## config.mk

```make
export PLATFORM = sky130hd
export DESIGN_NAME = ysyx_24110006_read_arbiter
export DESIGN_NICKNAME = d
export VERILOG_FILES = /design/src/rtl/ysyx_24110006_read_arbiter_pkg.sv /design/src/rtl/ysyx_24110006_read_arbiter_rr_grant2.sv /design/src/rtl/ysyx_24110006_read_arbiter.sv
export SDC_FILE = /design/constraint.sdc
export NUM_CORES = 1
export LEC_CHECK = 0
export BUFFER_PORTS_ARGS = -buffer_cell sky130_fd_sc_hd__buf_2
export CAP_MARGIN = 25
export CORE_UTILIZATION = 30
export DETAILED_ROUTE_END_ITERATION = 6
export PLACE_DENSITY = 0.76
export REMOVE_ABC_BUFFERS = 1
export SYNTH_ARGS = -nofsm -noshare
export SYNTH_HDL_FRONTEND = slang
export SYNTH_SLANG_ARGS = --single-unit
```

## constraint.sdc

```tcl
create_clock -name i_clock -period 1.1 [get_ports i_clock]
set_input_delay 0.11 -clock i_clock [delete_from_list [all_inputs] [get_ports i_clock]]
set_output_delay 0.11 -clock i_clock [all_outputs]
set_load 0.02 [all_outputs]
```

## src/rtl/ysyx_24110006_read_arbiter_pkg.sv

```systemverilog
// ---------------------------------------------------------------------------
// ysyx_24110006_pkg
// Shared definitions for the core's read-channel arbitration logic.
//   - arb_state_t / ST_* : read arbiter FSM encoding (IDLE, ADDR, DATA)
//   - mst_id_t / MST_*   : master identifiers (IFU is master 0, LSU is master 1)
// ---------------------------------------------------------------------------
package ysyx_24110006_pkg;

  typedef logic [1:0] arb_state_t;
  typedef logic       mst_id_t;

  localparam arb_state_t ST_IDLE = 2'd0;
  localparam arb_state_t ST_ADDR = 2'd1;
  localparam arb_state_t ST_DATA = 2'd2;

  localparam mst_id_t MST_IFU = 1'b0;
  localparam mst_id_t MST_LSU = 1'b1;

endpackage

```

## src/rtl/ysyx_24110006_read_arbiter_rr_grant2.sv

```systemverilog
// ---------------------------------------------------------------------------
// ysyx_24110006_rr_grant2
// Two-requester round-robin grant, purely combinational.
//   req[1:0]   in  request vector (bit 0 = IFU, bit 1 = LSU)
//   last       in  ID of the master served most recently
//   grant[1:0] out one-hot grant, all zero when nobody requests
// On a tie the master that was NOT served last wins.
// ---------------------------------------------------------------------------
module ysyx_24110006_rr_grant2
  import ysyx_24110006_pkg::*;
(
  input  logic [1:0] req,
  input  logic       last,
  output logic [1:0] grant
);

  // One-hot grant selection with round-robin tie break
  always_comb begin
    grant = 2'b00;
    case (req)
      2'b01:   grant = 2'b01;
      2'b10:   grant = 2'b10;
      2'b11: begin
        if (last == MST_LSU) begin
          grant = 2'b01;
        end else begin
          grant = 2'b10;
        end
      end
      default: grant = 2'b00;
    endcase
  end

endmodule

```

## src/rtl/ysyx_24110006_read_arbiter.sv

```systemverilog
// ---------------------------------------------------------------------------
// ysyx_24110006_read_arbiter
// Shares the single downstream AXI4-Lite read port between the IFU (master 0)
// and the LSU (master 1). One read is outstanding at a time; contention is
// resolved round-robin. The winning address is registered and presented
// downstream; the response is routed back to the owning master only.
//
// Ports
//   i_clock, i_reset               clock, synchronous active-high reset
//   i_mX_araddr/arvalid, o_mX_arready   master read-address channels
//   o_mX_rdata/rresp/rvalid, i_mX_rready master read-data channels
//   o_s_araddr/arvalid, i_s_arready      downstream read-address channel
//   i_s_rdata/rresp/rvalid, o_s_rready   downstream read-data channel
//
// Sequence: IDLE (master handshake) -> ADDR (downstream AR) -> DATA (R beat).
// rdata/rresp are broadcast to both masters; only the owner sees rvalid, so
// error responses (SLVERR/DECERR) pass through untouched.
// ---------------------------------------------------------------------------
module ysyx_24110006_read_arbiter
  import ysyx_24110006_pkg::*;
(
  input  logic        i_clock,
  input  logic        i_reset,

  input  logic [31:0] i_m0_araddr,
  input  logic        i_m0_arvalid,
  output logic        o_m0_arready,
  output logic [31:0] o_m0_rdata,
  output logic [1:0]  o_m0_rresp,
  output logic        o_m0_rvalid,
  input  logic        i_m0_rready,

  input  logic [31:0] i_m1_araddr,
  input  logic        i_m1_arvalid,
  output logic        o_m1_arready,
  output logic [31:0] o_m1_rdata,
  output logic [1:0]  o_m1_rresp,
  output logic        o_m1_rvalid,
  input  logic        i_m1_rready,

  output logic [31:0] o_s_araddr,
  output logic        o_s_arvalid,
  input  logic        i_s_arready,
  input  logic [31:0] i_s_rdata,
  input  logic [1:0]  i_s_rresp,
  input  logic        i_s_rvalid,
  output logic        o_s_rready
);

  arb_state_t  state_r;
  mst_id_t     owner_r;
  mst_id_t     last_r;
  logic [31:0] addr_r;
  logic [1:0]  grant_s;

  ysyx_24110006_rr_grant2 u_rr_grant2 (
    .req   ({i_m1_arvalid, i_m0_arvalid}),
    .last  (last_r),
    .grant (grant_s)
  );

  // Read data/response are shared by both masters; rvalid selects the owner
  assign o_m0_rdata = i_s_rdata;
  assign o_m1_rdata = i_s_rdata;
  assign o_m0_rresp = i_s_rresp;
  assign o_m1_rresp = i_s_rresp;
  assign o_s_araddr = addr_r;

  // Handshake outputs decoded from the current state
  always_comb begin
    o_m0_arready = 1'b0;
    o_m1_arready = 1'b0;
    o_s_arvalid  = 1'b0;
    o_s_rready   = 1'b0;
    o_m0_rvalid  = 1'b0;
    o_m1_rvalid  = 1'b0;
    case (state_r)
      ST_IDLE: begin
        o_m0_arready = grant_s[0];
        o_m1_arready = grant_s[1];
      end
      ST_ADDR: begin
        // A stray rvalid here is ignored: rready stays low
        o_s_arvalid = 1'b1;
      end
      ST_DATA: begin
        if (owner_r == MST_LSU) begin
          o_m1_rvalid = i_s_rvalid;
          o_s_rready  = i_m1_rready;
        end else begin
          o_m0_rvalid = i_s_rvalid;
          o_s_rready  = i_m0_rready;
        end
      end
      default: begin
        o_s_arvalid = 1'b0;
      end
    endcase
  end

  // FSM, owner/last bookkeeping and address capture
  always_ff @(posedge i_clock) begin
    if (i_reset) begin
      state_r <= ST_IDLE;
      owner_r <= MST_IFU;
      last_r  <= MST_LSU;   // makes the IFU win the first tie
      addr_r  <= 32'h0000_0000;
    end else begin
      case (state_r)
        ST_IDLE: begin
          // A non-zero grant means the winner's arvalid and arready are both high
          if (grant_s != 2'b00) begin
            addr_r  <= grant_s[1] ? i_m1_araddr : i_m0_araddr;
            owner_r <= grant_s[1] ? MST_LSU : MST_IFU;
            state_r <= ST_ADDR;
          end else begin
            state_r <= ST_IDLE;
          end
        end
        ST_ADDR: begin
          if (i_s_arready) begin
            state_r <= ST_DATA;
          end else begin
            state_r <= ST_ADDR;
          end
        end
        ST_DATA: begin
          if (i_s_rvalid && o_s_rready) begin
            last_r  <= owner_r;
            state_r <= ST_IDLE;
          end else begin
            state_r <= ST_DATA;
          end
        end
        default: begin
          state_r <= ST_IDLE;
        end
      endcase
    end
  end

endmodule

```

==> results <==
- The multi-input combinational cells in the finished layout cover a total of 932 µm².
- Of the total synthesized cell area, the portion taken by XOR and XNOR cells is 0.
- In the routed layout, each cell is associated on average with a via count of about 5.6.
- The worst-case IR drop observed on VDD is around 0.44 mV.
- The first global-routing pass estimated between 10 and 15 mm of wire.
- The maximum fanout encountered on the critical timing path is 5.
- The H-tree was split into 2 levels.
- The overall die width is approximately 90 µm.
- The delay contributed by the slowest stage of the critical path is 0.37 ns.
- The share of total power dissipated in combinational logic is 0.299.
- The initial antenna violation count is 0.
- The finished cells cover 2700 µm².
- The path class of the tightest hold or removal check is in2reg.
- The register bit count reported by yosys is 36.
- Dividing the final minimum period by the clock period gives 1.22.
- Of the total synthesized cell area, the portion taken by full adders, half adders and majority gates is 0.
- Of the cells placed in the final design, the portion with a size suffix greater than 1 is 0.468.
- The worst-case clock skew is between 0.005 and 0.006 ns.
- After global routing the overflow that remains totals 0.
- The clock sink count is 36.
- The final reports fail on setup timing.
- At the pin with the least slew margin, the transition time is 0.323 ns.
- Final hold analysis gives a worst-case slack of 0.0898 ns.
- The critical path's slowest cell is sky130_fd_sc_hd__dfxtp_4.
- The largest total area in the synthesized netlist belongs to sky130_fd_sc_hd__dfxtp_1.
- The die covers 7960 µm².
- The type of the setup path with the least slack is reg2out.
- The register-to-register setup slack is -0.16 ns.
- By area the synthesized netlist is led by sky130_fd_sc_hd__dfxtp_1 32%, sky130_fd_sc_hd__buf_4 23%, sky130_fd_sc_hd__nand4_1 9.0%.
- Summed over all cells, the static leakage comes to 1.17 nW.
- The hold-critical path depth is 3.
- The critical path goes through nor2_2, buf_6, and3_4, buf_6.
- The number of global-route vias before repair is 2123.
- From synthesis to final layout, the design area changed by 18.2%.
- The number of buffers between clock root and the deepest sink is 2.
- The repair_antennas step left the layout with diodes totalling 0.
- The placed cell area is 2460 µm².
- The overall routed net length is 9.78 mm.
- The height of the chip is 89.2 µm.
- Summed over all nets, the half-perimeter wirelength after detailed placement is 7.65 mm.
- For this block, the via count after detailed routing is 2417.
- Grouping stages by cell kind, the critical path spends the most delay in flip-flops.
- The worst reg2reg path startpoint is state_r[1]$_SDFF_PP0_.
- The area occupied by registers is 732 µm².
- The worst pin sits at a relative slew slack of 0.780.
- The placeable core region is 7290 µm².
- Of the synthesized area, sequential elements account for 0.316.
- The number of buffers added on ports is 109.
- The critical path contains buffers and inverters numbering 2 combined.
- The main combinational cell family by area after synthesis is buffers and inverters.
- The capture point of the worst reg-to-reg path is o_s_araddr[8]$_SDFFE_PP0P_.
- The depth of the worst register-to-register path is 4.
- The layout filler cell count is 795.
- The post-synthesis simple-gate area fraction is 0.199.
- Counting the buffers created by CTS gives 5.
- Setup repair after global routing could not meet its margin everywhere.
- For this design the ratio of total power to cell area is 1300 nW/µm².
- The count of max-cap constraint violations is 0.
- The post-layout worst setup margin is -0.243 ns.
- The worst setup path is launched from a register.
- The number of top-level design ports is about 210.
- Synthesis produced a netlist whose cell count is 287.
- The library cell used as clock root buffer is sky130_fd_sc_hd__clkbuf_8.
- The worst hold path begins at i_s_arready.
- The number of hold buffers added after CTS was 0.
- The max-slew violation total from the final report came to 0.
- Averaged over all synthesized cells, the footprint is 7.96 µm².
- The net count of the finished layout is 438.
- The sequential share of power is 0.424.
- The initial core utilization is 0.313.
- Entering global routing, the biggest net connects 28 pins.
- For hold timing, the worst endpoint is state_r[1]$_SDFF_PP0_.
- The row count is 31.
- After detailed routing, the average wire length per cell comes to about 23 µm.
- Of the post-synthesis cell area, the part taken by muxes is 0.00438.
- The critical path required time is 0.99 ns.
- The share of the synthesized area in the top cell type is 0.316.
- The clock power share is 0.278.
- The clock transition time at the flip-flop clock pins of the worst setup and hold paths is 0.07 ns.
- The number of warnings issued by yosys is 0.
- The post-synthesis cell type count is 21.
- After synthesis the cells add up to 2280 µm².
- TritonCTS built the clock tree.
- The final RePlAce weighted congestion is 0.725.
- Of the total power, the share spent switching nets is 0.327.
- The number of hold-slack violations in the final timing report came to 0.
- STA classifies the critical path endpoint as a primary output.
- The post-synthesis compound-gate area fraction is 0.182.
- Setup violations remaining at the end of the flow were counted as 40.
- The arrival time of the worst setup path is 1.23 ns.
- The total internal power is 0.00236 W.
- Summed over all nets, the switching power comes to between 0.001 and 0.0015 W.
- In the global route stage, overall resource usage came out at 0.241.
- The clock latency on the worst-skew pair is 0.28 ns.
- The remaining routing DRC violations is 0.
- Static timing analysis puts the maximum clock frequency at 0.745 GHz.
- Once detail routing completed, the nets flagged for antenna violations numbered 0.
- The dominant cell type by count on the critical path is sky130_fd_sc_hd__buf_6.
- The total power draw is 0.00350 W.
- The post-layout minimum cycle time is 1.34 ns.
- The total iterations of the first detailed-routing run is 5.
- The iteration-0 DRC count of the detailed router is approximately 150.
- The flow ran to the end, but the final reports show violations.
==> how the worst max path moves through the flow <==
stage                          startpoint                           to  slack (ns)  depth (start not counted)
floorplan           state_r[1]$_SDFF_PP0_                 o_m1_arready       -0.44                          3
global placement      last_r$_SDFFE_PP1P_  o_s_araddr[13]$_SDFFE_PP0P_       -0.12                          4
detailed placement  state_r[1]$_SDFF_PP0_   o_s_araddr[8]$_SDFFE_PP0P_       -0.16                          4
CTS                 state_r[0]$_SDFF_PP0_                  o_m0_rvalid       -0.25                          4
global route        state_r[1]$_SDFF_PP0_                 o_m1_arready       -0.29                          4
finish              state_r[1]$_SDFF_PP0_                 o_m0_arready       -0.24                          4
==> area by class of cell <==
type                    instances  area share
inverters                       2     0.00278
flip-flops and latches         36       0.271
clock buffers                   8      0.0334
multi-input cells             153       0.345
repair buffers                134       0.302
well taps                      99      0.0459
==> what timing repair did <==
action / in CTS / in global routing
setup buffers: 4 / 1
endpoints found under the setup margin: 41 / 41
gates resized for setup: 26 / 8
pin swaps: 5 / 6
==> tightest hold or removal path: cells and delay by family <==
family          cells  cell delay, ns
compound gates      1            0.06
simple gates        1            0.05
buf+inv             1            0.11
==> logic make-up after synthesis <==
kind of cell,count (synthesis)
simple gates,80
mux,1
compound gates,72
buf+inv,98
flops,36
==> layout by cell type, fill, tap and decap left out, drive strengths merged, types with 2 or more instances in the layout <==
master	Yosys	final
nand4	33	33
and3	2	2
buf	89	134
nor2b	3	3
nor2	3	3
nand3	32	32
nand3b	2	2
inv	2	2
a31oi	32	32
o21ai	36	36
clkbuf	7	8
nand2	2	2
dfxtp	36	36
a21oi	3	3
nand2b	2	2
==> cells in the mapped netlist, drive strengths merged <==
cell    number
nor2b        3
clkbuf       7
nor2         3
a21oi        3
nand2b       2
nand3b       2
and3         2
buf         89
o21ai       36
nand2        2
mux2i        1
nand4       33
or2          1
nand3       32
a211oi       1
dfxtp       36
a31oi       32
inv          2
==> sequential cells by signal, summed over array words and instances, names as in the netlist <==
signal      cells
owner_r         1
o_s_araddr     32
state_r         2
last_r          1
==> power by group through the flow <==
stage / logic, W / registers, W / clock network [W]
CTS: 0.00103 / 0.00148 / 0.00101
detailed placement: 0.000966 / 0.00151 / 0
finish: 0.00105 / 0.00149 / 0.000973
global route: 0.00114 / 0.00149 / 0.00106
global placement: 0.000951 / 0.00151 / 0
floorplan: 0.000332 / 0.00164 / 0
==> per-stage QoR <==
step                       util  std cells  setup WS (ns)  setup TNS [ns]
after floorplan               -        191         -0.443          -12.91
after detailed placement  0.338        420         -0.163           -4.77
after CTS                 0.366        432         -0.245           -4.97
after global routing      0.370        432         -0.293           -8.16
final                     0.370        432         -0.243           -5.34
after global placement    0.338        420         -0.124           -3.51
==> metal layers <==
layer / global-route usage / vias to the layer above / routed length, µm
li1: - / 1069 / -
met2: 0.344 / 217 / 4060
met4: 0.0332 / 0 / 24
met3: 0.199 / 4 / 1980
met1: 0.276 / 1127 / 3720
met5: 0.0909 / - / 0
Power figures use the tool's default switching activity.
